**config.mk**
```make
export PLATFORM = sky130hd
export DESIGN_NAME = serial_echo
export DESIGN_NICKNAME = d
export VERILOG_FILES = /design/src/rtl/serial_echo.sv
export SDC_FILE = /design/constraint.sdc
export NUM_CORES = 1
export LEC_CHECK = 0
export ABC_AREA = 1
export CORE_MARGIN = 2
export CORE_UTILIZATION = 53
export DETAILED_ROUTE_END_ITERATION = 12
export PLACE_DENSITY = 0.71
export SYNTH_ARGS = -nofsm -noshare
export SYNTH_HDL_FRONTEND = slang
export SYNTH_SLANG_ARGS = --single-unit
export TNS_END_PERCENT = 1
```
**constraint.sdc**
```tcl
create_clock -name clk -period 7.18 [get_ports clk]
set_clock_uncertainty 0.2 [all_clocks]
set_input_delay 1.077 -clock clk [delete_from_list [all_inputs] [get_ports clk]]
set_output_delay 1.077 -clock clk [all_outputs]
set_load 0.005 [all_outputs]
```
**src/rtl/serial_echo.sv**
```systemverilog
// serial_echo: 8E1 UART loopback. Each valid received byte is incremented
// by one, queued in a small FIFO and transmitted back in the same format.
// Optional feature macro: SERIAL_ECHO_FLOW_CTRL_EN (rts/cts hardware
// flow control). Without it rts is ignored and cts is tied low.
module serial_echo #(
    parameter int CLK_FREQ   = 50000000,
    parameter int BAUD_RATE  = 115200,
    parameter int FIFO_DEPTH = 16
) (
    input  logic clk,
    input  logic rst,
    input  logic rx,
    output logic tx,
    input  logic rts,
    output logic cts,
    output logic tx_led,
    output logic rx_led
);

    localparam int BIT_TICKS  = CLK_FREQ / BAUD_RATE;
    localparam int HALF_TICKS = BIT_TICKS / 2;
    localparam int CNT_W      = $clog2(BIT_TICKS + 1);
    localparam int ADDR_W     = $clog2(FIFO_DEPTH);

    localparam logic [CNT_W-1:0]  BIT_LAST  = CNT_W'(BIT_TICKS - 1);
    localparam logic [CNT_W-1:0]  HALF_LAST = CNT_W'(HALF_TICKS - 1);
    localparam logic [ADDR_W:0]   DEPTH     = (ADDR_W + 1)'(FIFO_DEPTH);

    typedef enum logic [2:0] {
        S_IDLE,
        S_START,
        S_DATA,
        S_PARITY,
        S_STOP
    } state_t;

    // ------------------------------------------------------------------
    // Receiver
    // ------------------------------------------------------------------
    logic             rx_s1, rx_s2, rx_s3;
    logic             rx_fall;
    state_t           rx_state, rx_next;
    logic [CNT_W-1:0] rx_cnt;
    logic [2:0]       rx_idx;
    logic [7:0]       rx_shift;
    logic             rx_par;
    logic             rx_tick;
    logic             rx_valid;
    logic [7:0]       rx_byte;

    // Two-flop synchronizer plus one history flop for falling-edge detection
    always_ff @(posedge clk or posedge rst) begin
        if (rst) begin
            rx_s1 <= 1'b1;
            rx_s2 <= 1'b1;
            rx_s3 <= 1'b1;
        end else begin
            rx_s1 <= rx;
            rx_s2 <= rx_s1;
            rx_s3 <= rx_s2;
        end
    end

    assign rx_fall = rx_s3 & ~rx_s2;
    assign rx_tick = (rx_state == S_START) ? (rx_cnt == HALF_LAST) : (rx_cnt == BIT_LAST);

    // Receiver state register
    always_ff @(posedge clk or posedge rst) begin
        if (rst) rx_state <= S_IDLE;
        else     rx_state <= rx_next;
    end

    // Receiver next-state logic; a high start-bit sample is treated as a glitch
    always_comb begin
        rx_next = rx_state;
        case (rx_state)
            S_IDLE:   if (rx_fall) rx_next = S_START;
            S_START:  if (rx_tick) rx_next = rx_s2 ? S_IDLE : S_DATA;
            S_DATA:   if (rx_tick && rx_idx == 3'd7) rx_next = S_PARITY;
            S_PARITY: if (rx_tick) rx_next = S_STOP;
            S_STOP:   if (rx_tick) rx_next = S_IDLE;
            default:  rx_next = S_IDLE;
        endcase
    end

    // Receiver bit timer, shift register and accept decision at the stop sample
    always_ff @(posedge clk or posedge rst) begin
        if (rst) begin
            rx_cnt   <= '0;
            rx_idx   <= '0;
            rx_shift <= '0;
            rx_par   <= 1'b0;
            rx_valid <= 1'b0;
            rx_byte  <= '0;
        end else begin
            rx_valid <= 1'b0;
            if (rx_state == S_IDLE || rx_tick) rx_cnt <= '0;
            else                               rx_cnt <= rx_cnt + CNT_W'(1);
            if (rx_state == S_IDLE) rx_idx <= '0;
            if (rx_state == S_DATA && rx_tick) begin
                rx_shift <= {rx_s2, rx_shift[7:1]};
                rx_idx   <= rx_idx + 3'd1;
            end
            if (rx_state == S_PARITY && rx_tick) rx_par <= rx_s2;
            if (rx_state == S_STOP && rx_tick) begin
                rx_valid <= rx_s2 & ~((^rx_shift) ^ rx_par);
                rx_byte  <= rx_shift + 8'd1;
            end
        end
    end

    // Receiver outputs
    always_comb begin
        rx_led = (rx_state != S_IDLE);
    end

    // ------------------------------------------------------------------
    // Echo FIFO
    // ------------------------------------------------------------------
    logic [7:0]        mem [FIFO_DEPTH];
    logic [ADDR_W-1:0] wr_ptr, rd_ptr;
    logic [ADDR_W:0]   count;
    logic              fifo_full, fifo_empty, fifo_wr, fifo_rd;
    logic [7:0]        fifo_head;
    logic              tx_load;

    assign fifo_full  = (count == DEPTH);
    assign fifo_empty = (count == '0);
    assign fifo_wr    = rx_valid & ~fifo_full;
    assign fifo_rd    = tx_load;
    assign fifo_head  = mem[rd_ptr];

    // FIFO storage; contents need no reset since count guards every read
    always_ff @(posedge clk) begin
        if (fifo_wr) mem[wr_ptr] <= rx_byte;
    end

    // FIFO pointers and occupancy; simultaneous push and pop keep count steady
    always_ff @(posedge clk or posedge rst) begin
        if (rst) begin
            wr_ptr <= '0;
            rd_ptr <= '0;
            count  <= '0;
        end else begin
            if (fifo_wr) wr_ptr <= wr_ptr + ADDR_W'(1);
            if (fifo_rd) rd_ptr <= rd_ptr + ADDR_W'(1);
            case ({fifo_wr, fifo_rd})
                2'b10:   count <= count + (ADDR_W + 1)'(1);
                2'b01:   count <= count - (ADDR_W + 1)'(1);
                default: count <= count;
            endcase
        end
    end

    // ------------------------------------------------------------------
    // Flow control gate
    // ------------------------------------------------------------------
    logic tx_gate;

`ifdef SERIAL_ECHO_FLOW_CTRL_EN
    assign tx_gate = ~rts;
    assign cts     = ((DEPTH - count) < (ADDR_W + 1)'(2));
`else
    logic unused_rts;
    assign unused_rts = rts;
    assign tx_gate    = 1'b1;
    assign cts        = 1'b0;
`endif

    // ------------------------------------------------------------------
    // Transmitter
    // ------------------------------------------------------------------
    state_t           tx_state, tx_next;
    logic [CNT_W-1:0] tx_cnt;
    logic [2:0]       tx_idx;
    logic [7:0]       tx_shift;
    logic             tx_par;
    logic             tx_tick;

    assign tx_tick = (tx_cnt == BIT_LAST);
    // A new frame may start from idle or directly at the end of a stop bit
    assign tx_load = tx_gate & ~fifo_empty &
                     ((tx_state == S_IDLE) | ((tx_state == S_STOP) & tx_tick));

    // Transmitter state register
    always_ff @(posedge clk or posedge rst) begin
        if (rst) tx_state <= S_IDLE;
        else     tx_state <= tx_next;
    end

    // Transmitter next-state logic; each bit lasts exactly one bit period
    always_comb begin
        tx_next = tx_state;
        case (tx_state)
            S_IDLE:   if (tx_load) tx_next = S_START;
            S_START:  if (tx_tick) tx_next = S_DATA;
            S_DATA:   if (tx_tick && tx_idx == 3'd7) tx_next = S_PARITY;
            S_PARITY: if (tx_tick) tx_next = S_STOP;
            S_STOP:   if (tx_tick) tx_next = tx_load ? S_START : S_IDLE;
            default:  tx_next = S_IDLE;
        endcase
    end

    // Transmitter bit timer and data shift register, loaded at the FIFO pop
    always_ff @(posedge clk or posedge rst) begin
        if (rst) begin
            tx_cnt   <= '0;
            tx_idx   <= '0;
            tx_shift <= '0;
            tx_par   <= 1'b0;
        end else if (tx_load) begin
            tx_cnt   <= '0;
            tx_idx   <= '0;
            tx_shift <= fifo_head;
            tx_par   <= ^fifo_head;
        end else begin
            if (tx_state == S_IDLE || tx_tick) tx_cnt <= '0;
            else                               tx_cnt <= tx_cnt + CNT_W'(1);
            if (tx_state == S_DATA && tx_tick) begin
                tx_shift <= {1'b0, tx_shift[7:1]};
                tx_idx   <= tx_idx + 3'd1;
            end
        end
    end

    // Transmitter line and activity outputs
    always_comb begin
        tx     = 1'b1;
        tx_led = (tx_state != S_IDLE);
        case (tx_state)
            S_START:  tx = 1'b0;
            S_DATA:   tx = tx_shift[0];
            S_PARITY: tx = tx_par;
            default:  tx = 1'b1;
        endcase
    end

endmodule

```
==> run metrics <==
CP Data Arrival Time=3510 ps; Post-synth EDFFs=128; die width=136 µm; vias per std cell=5.17; Power per Cell Area=260 nW/µm²; total track usage=20.1%; f_max=304 MHz; Syn Inst Count=942; hold depth=0; DRT iter0 DRCs=539; drt total wl=17.9 mm; die extent in y=136 µm; M1 WL=7.76 mm; post-CTS sizing=0; CP Launch Type=register; Post-DP Area=9400 µm²; largest net degree at the start of global routing=74; Hold Crit Class=register to register; Pins Over Slew Limit=0; via count=6144; Setup WS pre-CTS=3860 ps; Hold EP=rx_s2; crit-path cells=inv_1 -> ha_1 -> nand2_1 -> inv_1 -> nand4_1 -> nand2_4 -> nand3_4 -> inv_2 -> ha_1 -> xor2_1 -> ha_1 -> a21oi_1 -> nor2_1 -> inv_1 -> o311ai_0 -> xor2_1; Slew HR=19.7%; vias in the first global route=5819; clock tree buffer depth=3; asr flop ratio synth=36.3%; status=complete, no violations; largest area contributor in the netlist=edfxtp_1; DP Wirelength=10.9 mm; P&R area growth vs syn=9.56%; Skew-Pair Late Insertion Delay=500 ps; Worst R2R Setup Slack=3890 ps; Final Core Density=59.1%; fin crit period=3290 ps; Seq cells post-synth=201; total grt overflow=0; die area=18600 µm²; design area=10100 µm²; worst setup path startpoint=tx_cnt[1]; initial antenna violation count=0; n_diodes=0; Tcrit/Tclk final=45.8%; Req. time, crit path=7400 ps; placer congestion estimate=0.799; crit end category=register; num ports=8; post-CTS setup buffers=0; Clk pin slew, worst setup/hold paths=60 ps; setup total negative slack=0 ps; post-synth net total=964; TritonRoute pass-1 iters=5; Port Buffers=5; Post-CTS Hold Fix Bufs=0; Core ar.=17200 µm²; Slowest-stage cell, CP=dfrtp_1; Max FO, Critical Path=13; Post-Syn Area=9260 µm²; r2r startpoint=tx_cnt[1]; unique cell type count in the Yosys netlist=45; largest cells by area after synthesis=edfxtp_1, dfrtp_1, nand2_1, nand3_1, inv_1; Synth top area share=41.5%; Rows=48; Reg-to-Reg End=count[4]; uppermost layer routed=met4; CTS tree=done; RSZ-0062 raised after global routing=false; final hold vios=0; Setup WS post-layout=3890 ps; WL/cell=15.0 µm; Max IR drop VDD=203 µV; Worst path max stage delay=390 ps; Final setup viols=0; warnings from Yosys=0; share of cells above drive strength 1=7.27%; CTS Buf Count=22; antenna viol nets, final=0; HP Start=rx_s1; max-cap viol count=0; Starting Density=53.9%; Worst Path Class, Setup=register to register; drc violations=0; # nets final=969; clock sinks=201; Leakage=4.43 nW; Seq/Total Area, Yosys=61.3%; Top FF cell, synth=edfxtp_1; H-tree levels=1; overall power=2.64 mW; actual slew at the worst max-slew pin=1200 ps; wire length on met3=979 µm; met2 WL=8.64 mm; CTS root buffer=clkbuf_16; Worst Reg-to-Reg Cells=16; mean post-synth cell area=9.83 µm²; first-pass GRT wire length=28.8 mm
-- power breakdown --
part           switching (mW)  internal [mW]
Sequential             0.0302           1.25
Clock                   0.434          0.711
Combinational           0.131         0.0765
-- sequential cells by signal, indices dropped and copies added (netlist names), 3 cells and up --
name	flops
rd_ptr	4
tx_shift	8
rx_state	3
tx_idx	3
wr_ptr	4
rx_shift	8
rx_cnt	9
tx_state	3
mem	128
count	5
tx_cnt	9
rx_byte	8
rx_idx	3
-- worst max-delay path by stage --
stage | end | slack (ps)
floorplan | count[0] | 4050
global placement | count[4] | 3900
detailed placement | count[4] | 3860
CTS | count[4] | 3830
global route | count[4] | 3540
finish | count[4] | 3890
-- layer usage --
metal	track usage, %	up-vias
met3	3.43	41
li1	-	3083
met1	26.5	2887
met2	34.3	133
met5	0	-
met4	5.84	0
-- through the flow --
step / hold slack, ps / std cells
after floorplan: 145 / 942
after detailed placement: 148 / 1148
after CTS: 156 / 1188
after global placement: 146 / 1148
final: 156 / 1188
after global routing: 157 / 1188
-- cell usage after synthesis, types with 2 or more instances --
cell type / instances
buf_4: 6
a22o_1: 3
clkinv_1: 2
nor2_2: 3
inv_2: 11
nor2_4: 3
o22ai_1: 3
buf_2: 7
o21ai_0: 17
o31ai_1: 2
buf_6: 12
mux2i_1: 3
nor3_1: 15
dfstp_2: 3
mux2_2: 3
inv_1: 108
nor3b_1: 8
xor2_1: 16
xnor2_1: 5
dfrtp_1: 70
a22oi_1: 4
edfxtp_1: 128
o221ai_1: 2
clkbuf_1: 3
nor2_1: 68
nand3_1: 86
and3_1: 2
o21ai_1: 7
a21oi_1: 22
nand2_2: 2
nand4_1: 8
nand2_1: 280
ha_1: 18
-- worst max-delay path: cells and delay by family (launching register included) --
family                   cells  cell delay [ps]
flip-flops                   1              390
AO/OA/AOI/OAI                2              400
adder cells (fa/ha/maj)      3              610
buffers and inverters        4              440
XOR/XNOR                     2              420
AND/OR/NAND/NOR              5              740
-- logic make-up after synthesis --
logic type / share of synthesized area, %
multiplexers: 0.689
other: 0.0405
flip-flops: 61.3
XOR/XNOR: 1.99
AND/OR/NAND/NOR: 22.2
adder cells (fa/ha/maj): 2.43
AO/OA/AOI/OAI: 4.09
buffers and inverters: 7.35
-- layout by cell type, fill, tap and decap left out, types with 4 or more instances in the layout --
cell type,count
nand2_1,280
edfxtp_1,128
inv_1,107
nand3_1,86
dfrtp_1,69
nor2_1,68
clkbuf_16,23
a21oi_1,22
ha_1,18
o21ai_0,17
xor2_1,16
nor3_1,15
inv_2,12
nand4_1,8
nor3b_1,8
o21ai_1,7
clkinv_2,6
xnor2_1,5
clkdlybuf4s50_1,5
clkinv_1,4
a22oi_1,4
buf_4,4
-- layout make-up --
class / instances / area (µm²)
Fill cell: 1442 / 7030
Tap cell: 225 / 282
Sequential cell: 201 / 5680
Clock inverter: 12 / 135
Multi-Input combinational cell: 592 / 2910
Inverter: 121 / 454
Clock buffer: 28 / 614
Timing Repair Buffer: 9 / 80.1
No activity file was read; power rests on OpenSTA's default activity.
